**src/rtl/spq_pkg.sv**
```systemverilog
// spq_pkg: shared types and constants for the speech phone queue.
// Holds the playback state enum, the default phone/entry widths, the
// silence code, and the phase-accumulator increments for the supported
// system clocks (each gives a speech clock of about 720 kHz with a 16-bit
// accumulator).
package spq_pkg;

  typedef enum logic [1:0] {
    IDLE   = 2'd0,
    STROBE = 2'd1,
    PLAY   = 2'd2
  } spq_state_t;

  localparam int SPQ_PHONE_W = 6;
  localparam int SPQ_ENTRY_W = SPQ_PHONE_W + 2;

  localparam logic [SPQ_PHONE_W-1:0] SPQ_STOP_PHONE = 6'h3F;

  localparam int SPQ_ACC_INC_48MHZ = 983;
  localparam int SPQ_ACC_INC_50MHZ = 944;

  // A queue entry is the phone code plus the two rate-select bits above it.
  function automatic int spq_entry_w(input int phone_w);
    return phone_w + 2;
  endfunction

endpackage

```
**src/rtl/spq_fifo.sv**
```systemverilog
// spq_fifo: circular FIFO with occupancy count.
// Ports:
//   clk, reset   system clock, synchronous active-high reset
//   push, pop    write/read requests; callers never push when full unless
//                popping in the same clk, and never pop when empty
//   wdata        entry written on push
//   rdata        head entry (combinational from the read pointer)
//   level        number of stored entries, 0..DEPTH
//   full, empty  occupancy flags
module spq_fifo #(
  parameter int DEPTH = 4,
  parameter int WIDTH = 8
) (
  input  logic                    clk,
  input  logic                    reset,
  input  logic                    push,
  input  logic                    pop,
  input  logic [WIDTH-1:0]        wdata,
  output logic [WIDTH-1:0]        rdata,
  output logic [$clog2(DEPTH):0]  level,
  output logic                    full,
  output logic                    empty
);

  localparam int PTR_W = $clog2(DEPTH);

  logic [WIDTH-1:0] mem [DEPTH];
  logic [PTR_W-1:0] wr_ptr;
  logic [PTR_W-1:0] rd_ptr;
  logic [PTR_W:0]   count;

  // Storage has no reset: an entry is only visible once the pointers say so.
  always_ff @(posedge clk) begin
    if (push) begin
      mem[wr_ptr] <= wdata;
    end
  end

  // Pointers wrap naturally because DEPTH is a power of two. A push and pop
  // in the same clk move both pointers and leave the count alone; when full,
  // the pushed entry lands in the slot the pop is vacating.
  always_ff @(posedge clk) begin
    if (reset) begin
      wr_ptr <= '0;
      rd_ptr <= '0;
      count  <= '0;
    end else begin
      if (push) begin
        wr_ptr <= wr_ptr + PTR_W'(1);
      end
      if (pop) begin
        rd_ptr <= rd_ptr + PTR_W'(1);
      end
      case ({push, pop})
        2'b10:   count <= count + (PTR_W+1)'(1);
        2'b01:   count <= count - (PTR_W+1)'(1);
        default: count <= count;
      endcase
    end
  end

  assign rdata = mem[rd_ptr];
  assign level = count;
  assign full  = (count == (PTR_W+1)'(DEPTH));
  assign empty = (count == '0);

endmodule

```
**src/rtl/speech_phone_queue.sv**
```systemverilog
// speech_phone_queue: CPU phone queue and speech-chip clock generator.
// CPU writes are queued; a phase accumulator produces the one-clk ce_spk
// pulse, and the playback FSM presents one phone at a time to the speech
// core with a one-tick strobe followed by a rate-dependent duration.
// Ports:
//   clk, reset  system clock, synchronous active-high reset
//   sel_n, we   chip select (active low) and write enable from the CPU bus
//   din         [PHONE_W-1:0] phone code, [7:6] rate select
//   ce_spk      speech clock-enable pulse
//   phone, stb  phone code and strobe to the speech core
//   ar          ready: queue not full
//   busy        playing a phone or phones still queued
//   level       queue occupancy
//   ovf         sticky flag: a write arrived while the queue was full
module speech_phone_queue
  import spq_pkg::*;
#(
  parameter int                 DEPTH      = 4,
  parameter int                 PHONE_W    = SPQ_PHONE_W,
  parameter int                 INVERT     = 0,
  parameter int                 ACC_W      = 16,
  parameter int                 ACC_INC    = SPQ_ACC_INC_50MHZ,
  parameter int                 DUR_TICKS  = 2048,
  parameter logic [PHONE_W-1:0] STOP_PHONE = PHONE_W'(SPQ_STOP_PHONE)
) (
  input  logic                   clk,
  input  logic                   reset,
  input  logic                   sel_n,
  input  logic                   we,
  input  logic [7:0]             din,
  output logic                   ce_spk,
  output logic [PHONE_W-1:0]     phone,
  output logic                   stb,
  output logic                   ar,
  output logic                   busy,
  output logic [$clog2(DEPTH):0] level,
  output logic                   ovf
);

  localparam int ENT_W = spq_entry_w(PHONE_W);
  localparam int LVL_W = $clog2(DEPTH) + 1;
  localparam int DUR_W = $clog2(DUR_TICKS + 1);

  logic [ACC_W-1:0]   acc;
  logic [ACC_W:0]     acc_sum;
  logic               wr;
  logic               wr_q;
  logic               push_req;
  logic               push;
  logic               pop;
  logic               fifo_full;
  logic               fifo_empty;
  logic [PHONE_W-1:0] wr_phone;
  logic [ENT_W-1:0]   wr_entry;
  logic [ENT_W-1:0]   head;
  logic [1:0]         head_rate;
  logic [PHONE_W-1:0] head_phone;
  logic [DUR_W-1:0]   dur_load;

  spq_state_t         state;
  spq_state_t         state_d;
  logic [DUR_W-1:0]   dur;
  logic [DUR_W-1:0]   dur_d;
  logic [PHONE_W-1:0] phone_d;
  logic               stb_d;

  assign acc_sum = {1'b0, acc} + {1'b0, ACC_W'(ACC_INC)};

  // Fractional clock divider: ce_spk follows each accumulator carry-out by
  // one clk. With ACC_INC at most half the accumulator range a carry can
  // never occur on two consecutive clks, so the pulse is always isolated.
  always_ff @(posedge clk) begin
    if (reset) begin
      acc    <= '0;
      ce_spk <= 1'b0;
    end else begin
      acc    <= acc_sum[ACC_W-1:0];
      ce_spk <= acc_sum[ACC_W];
    end
  end

  assign wr       = ~sel_n & we;
  assign push_req = wr & ~wr_q;
  assign wr_phone = (INVERT != 0) ? ~din[PHONE_W-1:0] : din[PHONE_W-1:0];
  assign wr_entry = {din[7:6], wr_phone};
  assign push     = push_req & (~fifo_full | pop);

  // Only the rising edge of the bus write queues an entry, so a CPU that
  // holds the write for several clks still produces one phone. A write that
  // finds the queue full (with no pop freeing a slot) is dropped and
  // latched in ovf until the next reset.
  always_ff @(posedge clk) begin
    if (reset) begin
      wr_q <= 1'b0;
      ovf  <= 1'b0;
    end else begin
      wr_q <= wr;
      if (push_req & fifo_full & ~pop) begin
        ovf <= 1'b1;
      end
    end
  end

  spq_fifo #(
    .DEPTH (DEPTH),
    .WIDTH (ENT_W)
  ) u_fifo (
    .clk   (clk),
    .reset (reset),
    .push  (push),
    .pop   (pop),
    .wdata (wr_entry),
    .rdata (head),
    .level (level),
    .full  (fifo_full),
    .empty (fifo_empty)
  );

  assign head_rate  = head[ENT_W-1 -: 2];
  assign head_phone = head[PHONE_W-1:0];
  assign dur_load   = DUR_W'(DUR_TICKS) >> head_rate;

  // Playback state register. Reset abandons any phone in progress and puts
  // the silence code back on the speech core.
  always_ff @(posedge clk) begin
    if (reset) begin
      state <= IDLE;
      dur   <= '0;
      phone <= STOP_PHONE;
      stb   <= 1'b0;
    end else begin
      state <= state_d;
      dur   <= dur_d;
      phone <= phone_d;
      stb   <= stb_d;
    end
  end

  // Playback sequencing, stepped only on speech ticks. A phone occupies one
  // strobe tick plus its duration; the PLAY countdown leaves on the tick
  // after dur has reached 1, and the next queued phone is fetched on the
  // following tick. phone holds its last value once the queue drains.
  always_comb begin
    state_d = state;
    dur_d   = dur;
    phone_d = phone;
    stb_d   = stb;
    pop     = 1'b0;
    if (ce_spk) begin
      unique case (state)
        IDLE: begin
          if (!fifo_empty) begin
            pop     = 1'b1;
            phone_d = head_phone;
            dur_d   = dur_load;
            stb_d   = 1'b1;
            state_d = STROBE;
          end
        end
        STROBE: begin
          stb_d   = 1'b0;
          state_d = PLAY;
        end
        PLAY: begin
          if (dur <= DUR_W'(1)) begin
            state_d = IDLE;
          end else begin
            dur_d = dur - DUR_W'(1);
          end
        end
        default: begin
          stb_d   = 1'b0;
          state_d = IDLE;
        end
      endcase
    end
  end

  assign ar   = (level < LVL_W'(DEPTH));
  assign busy = (state != IDLE) | ~fifo_empty;

endmodule
```
**config.mk**
```make
export PLATFORM = sky130hd
export DESIGN_NAME = speech_phone_queue
export DESIGN_NICKNAME = d
export VERILOG_FILES = /design/src/rtl/spq_pkg.sv /design/src/rtl/spq_fifo.sv /design/src/rtl/speech_phone_queue.sv
export SDC_FILE = /design/constraint.sdc
export NUM_CORES = 1
export LEC_CHECK = 0
export CAP_MARGIN = 15
export CORE_MARGIN = 2
export CORE_UTILIZATION = 45
export CTS_CLUSTER_DIAMETER = 30
export DETAILED_ROUTE_END_ITERATION = 10
export GPL_TIMING_DRIVEN = 0
export MAX_ROUTING_LAYER = met4
export PLACE_DENSITY = 0.67
export SLEW_MARGIN = 10
export SYNTH_ARGS = -nofsm -noshare
export SYNTH_HDL_FRONTEND = slang
export SYNTH_SLANG_ARGS = --single-unit
```
**constraint.sdc**
```tcl
create_clock -name clk -period 1.9 [get_ports clk]
set_input_delay 0.38 -clock clk [delete_from_list [all_inputs] [get_ports clk]]
set_output_delay 0.38 -clock clk [all_outputs]
set_load 0.005 [all_outputs]
```
==> results of run 1 <==
-- logic make-up (layout without fill, tap and decap cells) --
logic type / Yosys count / count (layout) / share of synthesized area
XOR/XNOR: 14 / 14 / 0.0372
AND/OR/NAND/NOR: 111 / 111 / 0.176
multiplexers: 18 / 18 / 0.0785
buffers and inverters: 20 / 77 / 0.0300
AO/OA/AOI/OAI: 40 / 40 / 0.0812
adder cells (fa/ha/maj): 8 / 8 / 0.0326
flip-flops: 77 / 77 / 0.564
-- synthesized netlist by cell type, types with 2 or more instances --
cell / count
nor3_1: 8
dfxtp_1: 45
nand3b_1: 2
o211ai_1: 3
a211oi_1: 2
o21ai_1: 2
mux2_2: 3
or2_2: 2
nand2b_1: 4
nor2_1: 30
xnor2_1: 6
clkbuf_1: 8
xor2_1: 8
o21ai_2: 2
or3b_2: 2
nand2_1: 23
nor3b_1: 3
a31oi_1: 4
and2_1: 4
o21ai_0: 2
inv_1: 10
edfxtp_1: 32
mux2i_1: 9
or4_1: 5
or3_1: 8
nor2b_1: 5
nand3_1: 3
ha_1: 7
mux4_2: 6
a21oi_1: 14
nor4_1: 4
-- through the flow --
stage,std cells,instance area (um2),setup slack (ns)
after CTS,434,4040,-0.124
after global placement,411,3680,-0.640
after global routing,444,4260,-0.153
after floorplan,288,3320,-0.0585
after detailed placement,411,3680,-0.719
final,444,4260,-0.101
-- cell type report --
type	instances	area, um2
timing repair buffer	44	429
clock inverter	5	83.8
tap	99	124
inverter	10	37.5
clock buffer	11	141
multi-input combinational	191	1500
fill	570	2920
buffer	7	51.3
sequential	77	1890
-- what timing repair did --
action,CTS,global route
setup buffers,9,9
gates cloned,1,1
setup endpoints to repair,57,15
pin swaps,5,13
gates resized for setup,23,31
-- layout by cell type, fill, tap and decap left out, types with 3 or more instances in the layout --
| master | synthesis | routed |
|---|---|---|
| nor2b_1 | 5 | 4 |
| o211ai_1 | 3 | 3 |
| a31oi_1 | 4 | 4 |
| xnor2_1 | 6 | 6 |
| inv_1 | 10 | 10 |
| xor2_1 | 8 | 8 |
| ha_1 | 7 | 6 |
| dfxtp_4 | 0 | 4 |
| buf_4 | 0 | 16 |
| edfxtp_1 | 32 | 32 |
| dfxtp_1 | 45 | 34 |
| or3_1 | 8 | 7 |
| clkbuf_8 | 0 | 10 |
| nor3_1 | 8 | 5 |
| clkbuf_1 | 8 | 5 |
| a21oi_1 | 14 | 11 |
| nand3_1 | 3 | 3 |
| nand2b_1 | 4 | 4 |
| or4_1 | 5 | 4 |
| dfxtp_2 | 0 | 7 |
| nor2_1 | 30 | 29 |
| and2_4 | 0 | 4 |
| clkdlybuf4s50_1 | 0 | 22 |
| mux2_2 | 3 | 3 |
| nand2_1 | 23 | 21 |
| a21oi_2 | 1 | 4 |
| mux2i_1 | 9 | 9 |
| buf_6 | 1 | 3 |
| mux4_2 | 6 | 6 |
-- where the power goes --
part | switching [mW] | internal [mW]
combinational | 0.131 | 0.118
sequential | 0.0475 | 1.77
clock | 0.592 | 0.782
-- registers in the layout, summed over array words and instances (netlist names), named ones only --
name and flops:
acc 12, ce_spk 1, dur 12, ovf 1
phone 6, state 2, stb 1, u_fifo.level 3
u_fifo.mem 32, u_fifo.rd_ptr 2, u_fifo.wr_ptr 2, wr_q 1
-- worst register-to-register path: cells and delay by family (launching register included) --
family | cells | cell delay [ns]
compound gates | 3 | 0.37
buf+inv | 2 | 0.28
flops | 1 | 0.33
simple gates | 2 | 0.97
-- metal layers --
metal,up-vias,share of wire,track usage
met2,28,0.49,0.275
li1,1145,-,-
met1,1101,0.47,0.235
met3,8,0.027,0.0521
met4,0,0.014,0.0543
met5,-,0,-
-- final timing paths --
path	from	endpoint	cells after the start	slack (ns)
max	dur[11]$_SDFFE_PP0P_	dur[4]$_SDFFE_PP0P_	7	-0.10
min	we	wr_q$_SDFF_PP0_	2	0.35
max reg2reg	dur[11]$_SDFFE_PP0P_	dur[4]$_SDFFE_PP0P_	7	-0.10
min reg2reg	acc[4]$_SDFF_PP0_	acc[4]$_SDFF_PP0_	1	0.44
==> out/results.txt, run 1 <==
Unique cell type count in the Yosys netlist = 53
Synth top area share = 0.291
Top area cells in the synthesized netlist = edfxtp_1 (29%), dfxtp_1 (27%), mux4_2 (4.1%)
Row count = 31
Final HPWL DP = 4210 um
Crit-path slowest cell = or4b_4
Violated checks = negative setup slack
Clk_lat worst skew = 0.34 ns
Critical path type = reg -> reg
CTS Buffer Depth = 2
Final WS setup = -0.101 ns
Largest stage delay, worst path = 0.52 ns
Post-route DRC = 0
Leak = 1.53 nW
Final setup violation count = 12
GPL Wtd Cong = 0.786
Cts hold-fix bufs = 0
Most frequent CP cell = o21ai_4
Worst EP arrival = 2.27 ns
Largest net degree at the start of global routing = 15
Core Footprint = 7180 um2
Total wire length = 6690 um
Tcrit/Tclk final = 1.05
Net count after synthesis = 308
Critical path required time = 2.17 ns
Vias in the first global route = 2166
Min Hold Slack = 0.352 ns
Input/output buffers = 24
Layout area overhead = 29.0%
Endpoint type of the worst setup path = flop
Ys async rst share = 0
Cell count after synthesis = 288
Final net count = 360
Ys flop type = dfxtp_1
Initial antenna violation count = 0
Seq/Total Area, Yosys = 0.564
Synth Register Bits = 77
Dominant cell type by area after synthesis = edfxtp_1
Htree depth = 3
Final Slew Violations = 0
CTS root buffer = clkbuf_8
Final Hold Viols = 0
Worst-path maximum fanout = 6
Worst Path Buf+Inv = 2
Setup TNS = -0.873 ns
CP delay by family, top = simple AND/OR/NAND/NOR gates
TritonCTS clock tree = built
DR iter-0 viols = 123
EDFF count, synth = 32
First-pass GRT wire length = 10400 um
Pwr/cell area = 809 nW/um2
TritonCTS buffer count = 9
Antenna diode count = 0
Status = finished, violations left
Share of cells above drive strength 1 = 0.278
Final Skew = 0.00838 ns
Starting Density = 0.460
Clock sinks = 77
Pwr Total = 3.44 mW
DR WL/cell = 15.1 um
Hold Path Class = in -> reg
GR Overflow Total = 0
YS warnings = 0
Crit-path cells = or4b_4, or4_4, o21ai_4, buf_6, buf_12, o21ai_4, a21oi_2
Die Span Y = 89.6 um
Max Clk Rate = 500 MHz
RSZ-0062 raised after global routing = yes
Avg Inst Size Synth = 11.5 um2
Die area = 8030 um2
Tmin final = 2.00 ns
Maximum VDD drop = 0.559 mV
Slew HR = 0.608
Measured slew at the worst slew-check pin = 0.588 ns
DR vias/cell = 5.14
Drt pass-1 iters = 4
Total number of vias = 2282
Cell area after synthesis = 3300 um2
DRT antenna net count = 0
Setup crit start kind = flop
# IOs = 26
Die W = 89.6 um
Max-Cap Viols = 0
Final core utilization = 0.593
Clock-pin transition on the worst setup and hold timing paths = 0.08 ns
Tot GR Track Use = 0.180
Power figures use the tool's default switching activity.
==> run 2, diff against run 1 <==
--- a/config.mk
+++ b/config.mk
@@ -13,6 +13,7 @@
 export GPL_TIMING_DRIVEN = 0
 export MAX_ROUTING_LAYER = met4
 export PLACE_DENSITY = 0.67
+export RECOVER_POWER = 25
 export SLEW_MARGIN = 10
 export SYNTH_ARGS = -nofsm -noshare
 export SYNTH_HDL_FRONTEND = slang
==> out/results.txt, run 2 (same netlist as run 1, synthesis figures left out) <==
Fillcell total = 570 (unchanged)
Biggest register = u_fifo.mem
Largest net degree at the start of global routing = 15 (unchanged)
Max Clk Rate = 500 MHz (about the same)
Final WS setup = -0.101 ns (+0.0000120 ns)
Total wire length = 6680 um (-0.19%)
Cts hold-fix bufs = 0 (unchanged)
Final HPWL DP = 4210 um (unchanged)
Wire length on met2 = 3300 um (-0.15%)
Slew HR = 0.608 (about the same)
Critical path type = reg -> reg
TritonCTS clock tree = built
Layout area overhead = 29.0% (unchanged)
Post-Place Cells = 411 (unchanged)
TritonCTS buffer count = 9 (unchanged)
First-pass GRT wire length = 10400 um (unchanged)
Final Hold Viols = 0 (unchanged)
GPL Wtd Cong = 0.786 (unchanged)
Initial antenna violation count = 0 (unchanged)
Starting Density = 0.460 (unchanged)
Share of cells above drive strength 1 = 0.278 (unchanged)
Row count = 31 (unchanged)
Setup crit start kind = flop
Commonest non-fill, non-tap cell in the layout = dfxtp_1
Endpoint type of the worst setup path = flop
Switching power = 771 uW (+0.16%)
Post-Layout Cell Count = 444 (unchanged)
CTS Buffer Depth = 2 (unchanged)
Met1 Wirelength = 3110 um (-0.29%)
Switching part of the total = 0.224 (+0.000408)
Commonest cells after routing, fill and taps aside = dfxtp_1 (34), edfxtp_1 (32), nor2_1 (29), nand2_1 (21), clkdlybuf4s50_1 (17)
Htree depth = 3 (unchanged)
Worst-path maximum fanout = 6 (unchanged)
Leak = 1.53 nW (about the same)
Critical path required time = 2.17 ns (about the same)
Die W = 89.6 um (unchanged)
Max reg flops = 32 (unchanged)
Tot GR Track Use = 0.180 (unchanged)
Status = finished, violations left
DR WL/cell = 15.0 um (-0.19%)
Core Footprint = 7180 um2 (unchanged)
Final setup violation count = 12 (unchanged)
Final Slew Violations = 0 (unchanged)
# IOs = 26 (unchanged)
Met3 routed WL = 180 um (unchanged)
Clock-pin transition on the worst setup and hold timing paths = 0.08 ns (about the same)
Antenna diode count = 0 (unchanged)
Measured slew at the worst slew-check pin = 0.588 ns (+0.0000699 ns)
Tmin final = 2.00 ns (-0.0000120 ns)
Power Internal = 2.67 mW (about the same)
Clock share of power = 0.399 (about the same)
Tcrit/Tclk final = 1.05 (about the same)
Hold Path Class = in -> reg
Post-route DRC = 0 (unchanged)
Worst EP arrival = 2.27 ns (about the same)
Largest registers = u_fifo.mem (32), acc (12), dur (12)
Die area = 8030 um2 (unchanged)
Die Span Y = 89.6 um (unchanged)
Final net count = 360 (unchanged)
Combinational fraction of design power = 0.072 (about the same)
Max-Cap Viols = 0 (unchanged)
Final Skew = 0.00838 ns (unchanged)
Dpl ws = -0.719 ns (unchanged)
Vias in the first global route = 2166 (unchanged)
Pwr/cell area = 809 nW/um2 (about the same)
CTS root buffer = clkbuf_8
GR Overflow Total = 0 (unchanged)
Total number of vias = 2279 (-0.13%)
Reg power frac = 0.529 (about the same)
Maximum VDD drop = 0.559 mV (about the same)
Clock sinks = 77 (unchanged)
Violated checks = negative setup slack
DR vias/cell = 5.13 (-0.13%)
RSZ-0062 raised after global routing = yes
Input/output buffers = 24 (unchanged)
DR iter-0 viols = 123 (unchanged)
Drt pass-1 iters = 4 (unchanged)
Clk_lat worst skew = 0.34 ns (about the same)
DRT antenna net count = 0 (unchanged)
Top Metal Used = met4
==> run 2: cell types whose count changed in the layout (fill, tap and decap cells not counted), sizes merged <==
cell and change:
dlygate4sd3 +5, clkdlybuf4s50 -5
==> run 2: metal layers <==
layer | vias to the layer above | global-route usage
li1 | 1145 | -
met1 | 1098 | 0.235
met4 | 0 | 0.0543
met3 | 8 | 0.0521
met5 | - | -
met2 | 28 | 0.275
==> run 2: layout make-up <==
type	count	area [um2]	area share
multi-input cells	191	1500	0.353
well taps	99	124	0.0291
plain buffers	7	51.3	0.0121
inverters	10	37.5	0.00882
flip-flops and latches	77	1890	0.443
clock inverters	5	83.8	0.0197
repair buffers	44	429	0.101
clock buffers	11	141	0.0332
==> run 2: final timing paths <==
| check | from | cells after the start | endpoint | slack [ns] |
|---|---|---|---|---|
| worst max-delay path | dur[11]$_SDFFE_PP0P_ | 7 | dur[4]$_SDFFE_PP0P_ | -0.10 |
| worst min register to register | acc[4]$_SDFF_PP0_ | 1 | acc[4]$_SDFF_PP0_ | 0.44 |
| worst max register to register | dur[11]$_SDFFE_PP0P_ | 7 | dur[4]$_SDFFE_PP0P_ | -0.10 |
| worst min-delay path | we | 2 | wr_q$_SDFF_PP0_ | 0.35 |
==> run 2: stage by stage <==
| step | TNS [ns] | power, mW | area (um2) | hold WS (ns) | utilization |
|---|---|---|---|---|---|
| 3_5_place_dp | -25.64 | 2.08 | 3680 | 0.429 | 0.514 |
| 3_3_place_gp | -24.45 | 2.07 | 3680 | 0.422 | 0.514 |
| 6_report | -0.873 | 3.44 | 4260 | 0.352 | 0.593 |
| 2_1_floorplan | -0.0638 | 1.99 | 3320 | 0.409 | - |
| 4_1_cts | -0.996 | 3.46 | 4040 | 0.430 | 0.564 |
| 5_1_grt | -2.25 | 3.60 | 4260 | 0.333 | 0.593 |
==> run 2: power by group through the flow <==
| stage | Combinational [mW] | Clock, mW | Sequential (mW) |
|---|---|---|---|
| global route | 0.280 | 1.49 | 1.83 |
| detailed placement | 0.222 | 0 | 1.86 |
| finish | 0.246 | 1.37 | 1.82 |
| floorplan | 0.146 | 0 | 1.85 |
| global placement | 0.216 | 0 | 1.85 |
| CTS | 0.243 | 1.40 | 1.82 |
==> run 2: what timing repair did <==
item,4_1_cts,5_1_grt
endpoints found under the setup margin,57,15
pin swaps,5,13
buffers inserted,9,9
cloned,1,1
gates resized for setup,23,31
==> run 2: critical path, cell delays in order (launching register included) <==
cell and delay [ns]:
dfxtp_2 0.33, or4b_4 0.52, or4_4 0.45, o21ai_4 0.17
buf_6 0.16, buf_12 0.12, o21ai_4 0.05, a21oi_2 0.14
==> run 3, diff against run 2 <==
--- a/config.mk
+++ b/config.mk
@@ -12,7 +12,7 @@
 export DETAILED_ROUTE_END_ITERATION = 10
 export GPL_TIMING_DRIVEN = 0
 export MAX_ROUTING_LAYER = met4
-export PLACE_DENSITY = 0.67
+export PLACE_DENSITY_LB_ADDON = 0.2
 export RECOVER_POWER = 25
 export SLEW_MARGIN = 10
 export SYNTH_ARGS = -nofsm -noshare
==> constraint.sdc (replaced) <==
create_clock -name clk -period 1.9 [get_ports clk]
set_input_delay 0.475 -clock clk [delete_from_list [all_inputs] [get_ports clk]]
set_output_delay 0.475 -clock clk [all_outputs]
set_load 0.005 [all_outputs]
==> out/results.txt, run 3 (same netlist as run 1, synthesis figures left out) <==
Grt met2 use = 0.282 (+0.00735)
Area after DPL = 3690 um2 (+0.14%)
Die area = 8030 um2 (unchanged)
Final Skew = 0.00559 ns (-0.00279 ns)
Biggest register = u_fifo.mem
Share of cells above drive strength 1 = 0.240 (-0.0379)
Initial antenna violation count = 0 (unchanged)
DR WL/cell = 14.9 um (-0.91%)
CTS Buffer Depth = 2 (unchanged)
Final Cell Area = 4110 um2 (-3.4%)
Hold Startpoint = acc[4]$_SDFF_PP0_
Clock-pin transition on the worst setup and hold timing paths = 0.07 ns (about the same)
Cts hold-fix bufs = 0 (unchanged)
RR Startpoint = dur[9]$_SDFFE_PP0P_
Register area = 1890 um2 (+0.20%)
GR Overflow Total = 0 (unchanged)
Leak = 1.46 nW (-4.9%)
Met3 Usage GRT = 0.0430 (-0.00914)
Measured slew at the worst slew-check pin = 0.808 ns (+0.220 ns)
DRT antenna net count = 0 (unchanged)
Setup crit start kind = flop
Pwr/cell area = 779 nW/um2 (-3.7%)
Drt pass-1 iters = 6 (+2)
Final setup violation count = 11 (-1)
Die Span Y = 89.6 um (unchanged)
CTS root buffer = clkbuf_8
FF-to-FF End = dur[8]$_SDFFE_PP0P_
Worst-path maximum fanout = 6 (unchanged)
GR Layer Usage met1 = 0.230 (-0.00514)
Final Slew Violations = 0 (unchanged)
Die W = 89.6 um (unchanged)
Post-Place Cells = 411 (unchanged)
Fillcell total = 611 (+7.2%)
Violated checks = negative setup slack
Antenna diode count = 0 (unchanged)
Clk_lat worst skew = 0.33 ns (about the same)
TritonCTS clock tree = built
Core Footprint = 7180 um2 (unchanged)
DR iter-0 viols = 90 (-27%)
Slew HR = 0.457 (-0.152)
TritonCTS buffer count = 9 (unchanged)
Vias in the first global route = 2256 (+4.2%)
Pwr Total = 3.20 mW (-6.9%)
GRT busiest layer = met2
Reg2Reg Depth = 7 (unchanged)
Layout area overhead = 24.7%
Tot GR Track Use = 0.181 (about the same)
Max Clk Rate = 502 MHz (+0.53%)
Endpoint type of the worst setup path = flop
Clock sinks = 77 (unchanged)
Tcrit/Tclk final = 1.05 (-0.00555)
Critical path required time = 2.16 ns (about the same)
RSZ-0062 raised after global routing = yes
Input/output buffers = 24 (unchanged)
Final Hold Viols = 0 (unchanged)
Reg2Reg Setup Slack = -0.09 ns (about the same)
Post-Layout Cell Count = 436 (-1.8%)
Area of the multi-input gates = 1480 um2 (-1.5%)
Largest net degree at the start of global routing = 13 (-2)
Commonest non-fill, non-tap cell in the layout = dfxtp_1
Total number of vias = 2276 (-0.13%)
GPL Wtd Cong = 0.805 (+2.5%)
Max-Cap Viols = 0 (unchanged)
Hold Path Class = reg -> reg
Maximum VDD drop = 0.488 mV (-13%)
Row count = 31 (unchanged)
# IOs = 26 (unchanged)
Final HPWL DP = 4250 um (+0.86%)
Setup TNS = -0.687 ns (+0.185 ns)
Htree depth = 3 (unchanged)
Max reg flops = 32 (unchanged)
Hold Path Sink = acc[4]$_SDFF_PP0_
Tmin final = 1.99 ns (-0.0105 ns)
Final core utilization = 0.573 (-0.0199)
Final WS setup = -0.0904 ns (+0.0105 ns)
Cell depth of the worst min-delay path = 1 (-1)
Final net count = 352 (-2.2%)
Total wire length = 6500 um (-2.7%)
Post-route DRC = 0 (unchanged)
First-pass GRT wire length = 10500 um (+1.0%)
DR vias/cell = 5.22 (+1.7%)
Commonest cells after routing, fill and taps aside = dfxtp_1 (33), edfxtp_1 (32), nor2_1 (29), nand2_1 (22), clkdlybuf4s50_1 (14)
Status = finished, violations left
Starting Density = 0.460 (unchanged)
Largest registers = u_fifo.mem (32), acc (12), dur (12)
Critical path type = reg -> reg
Worst EP arrival = 2.25 ns (-0.02 ns)
## run 3: per-stage QoR
stage | hold WS, ns | setup slack (ns)
final | 0.438 | -0.0904
after global routing | 0.473 | -0.153
after CTS | 0.444 | -0.111
after detailed placement | 0.431 | -0.537
after global placement | 0.424 | -0.533
after floorplan | 0.409 | -0.0585
## run 3: repair_timing
item | CTS | global route
setup endpoints to repair | 57 | 14
gates cloned | 1 | 1
pin swaps | 4 | 4
gates resized for setup | 31 | 20
buffers inserted | 7 | 4
## run 3: area by class of cell
class / instances / area share
Sequential cell: 77 / 0.459
Multi-Input combinational cell: 191 / 0.360
Timing Repair Buffer: 36 / 0.0845
Clock buffer: 11 / 0.0319
Tap cell: 99 / 0.0301
Clock inverter: 5 / 0.0125
Buffer: 7 / 0.0125
Inverter: 10 / 0.00912
## run 3: power by group
| group | leakage, nW | total [mW] | switching [mW] | internal [mW] |
|---|---|---|---|---|
| clock network | 0.0907 | 1.15 | 0.555 | 0.599 |
| registers | 0.663 | 1.82 | 0.0436 | 1.77 |
| logic | 0.704 | 0.235 | 0.128 | 0.107 |
## run 3: worst max-delay path by stage
| stage | start | endpoint | slack (ns) |
|---|---|---|---|
| after floorplan | u_fifo.level[0]$_SDFFE_PP0P_ | u_fifo.level[2]$_SDFFE_PP0P_ | -0.06 |
| after global placement | we | u_fifo.level[2]$_SDFFE_PP0P_ | -0.53 |
| after detailed placement | we | u_fifo.level[2]$_SDFFE_PP0P_ | -0.54 |
| after CTS | dur[9]$_SDFFE_PP0P_ | dur[8]$_SDFFE_PP0P_ | -0.11 |
| after global routing | dur[9]$_SDFFE_PP0P_ | dur[8]$_SDFFE_PP0P_ | -0.15 |
| final | dur[9]$_SDFFE_PP0P_ | dur[8]$_SDFFE_PP0P_ | -0.09 |
## run 3: critical path: stages, from the launching register on
cell       delay (ns)
dfxtp_4          0.35
or4b_4           0.49
or4_4            0.45
o21ai_4          0.16
buf_6            0.15
clkbuf_16        0.16
a211oi_4         0.04
nor3_2           0.13
## run 3: routing by layer
layer	up-vias	share of wire
li1	1127	-
met3	4	0.028
met2	30	0.49
met4	0	0.0097
met1	1115	0.47
met5	-	0
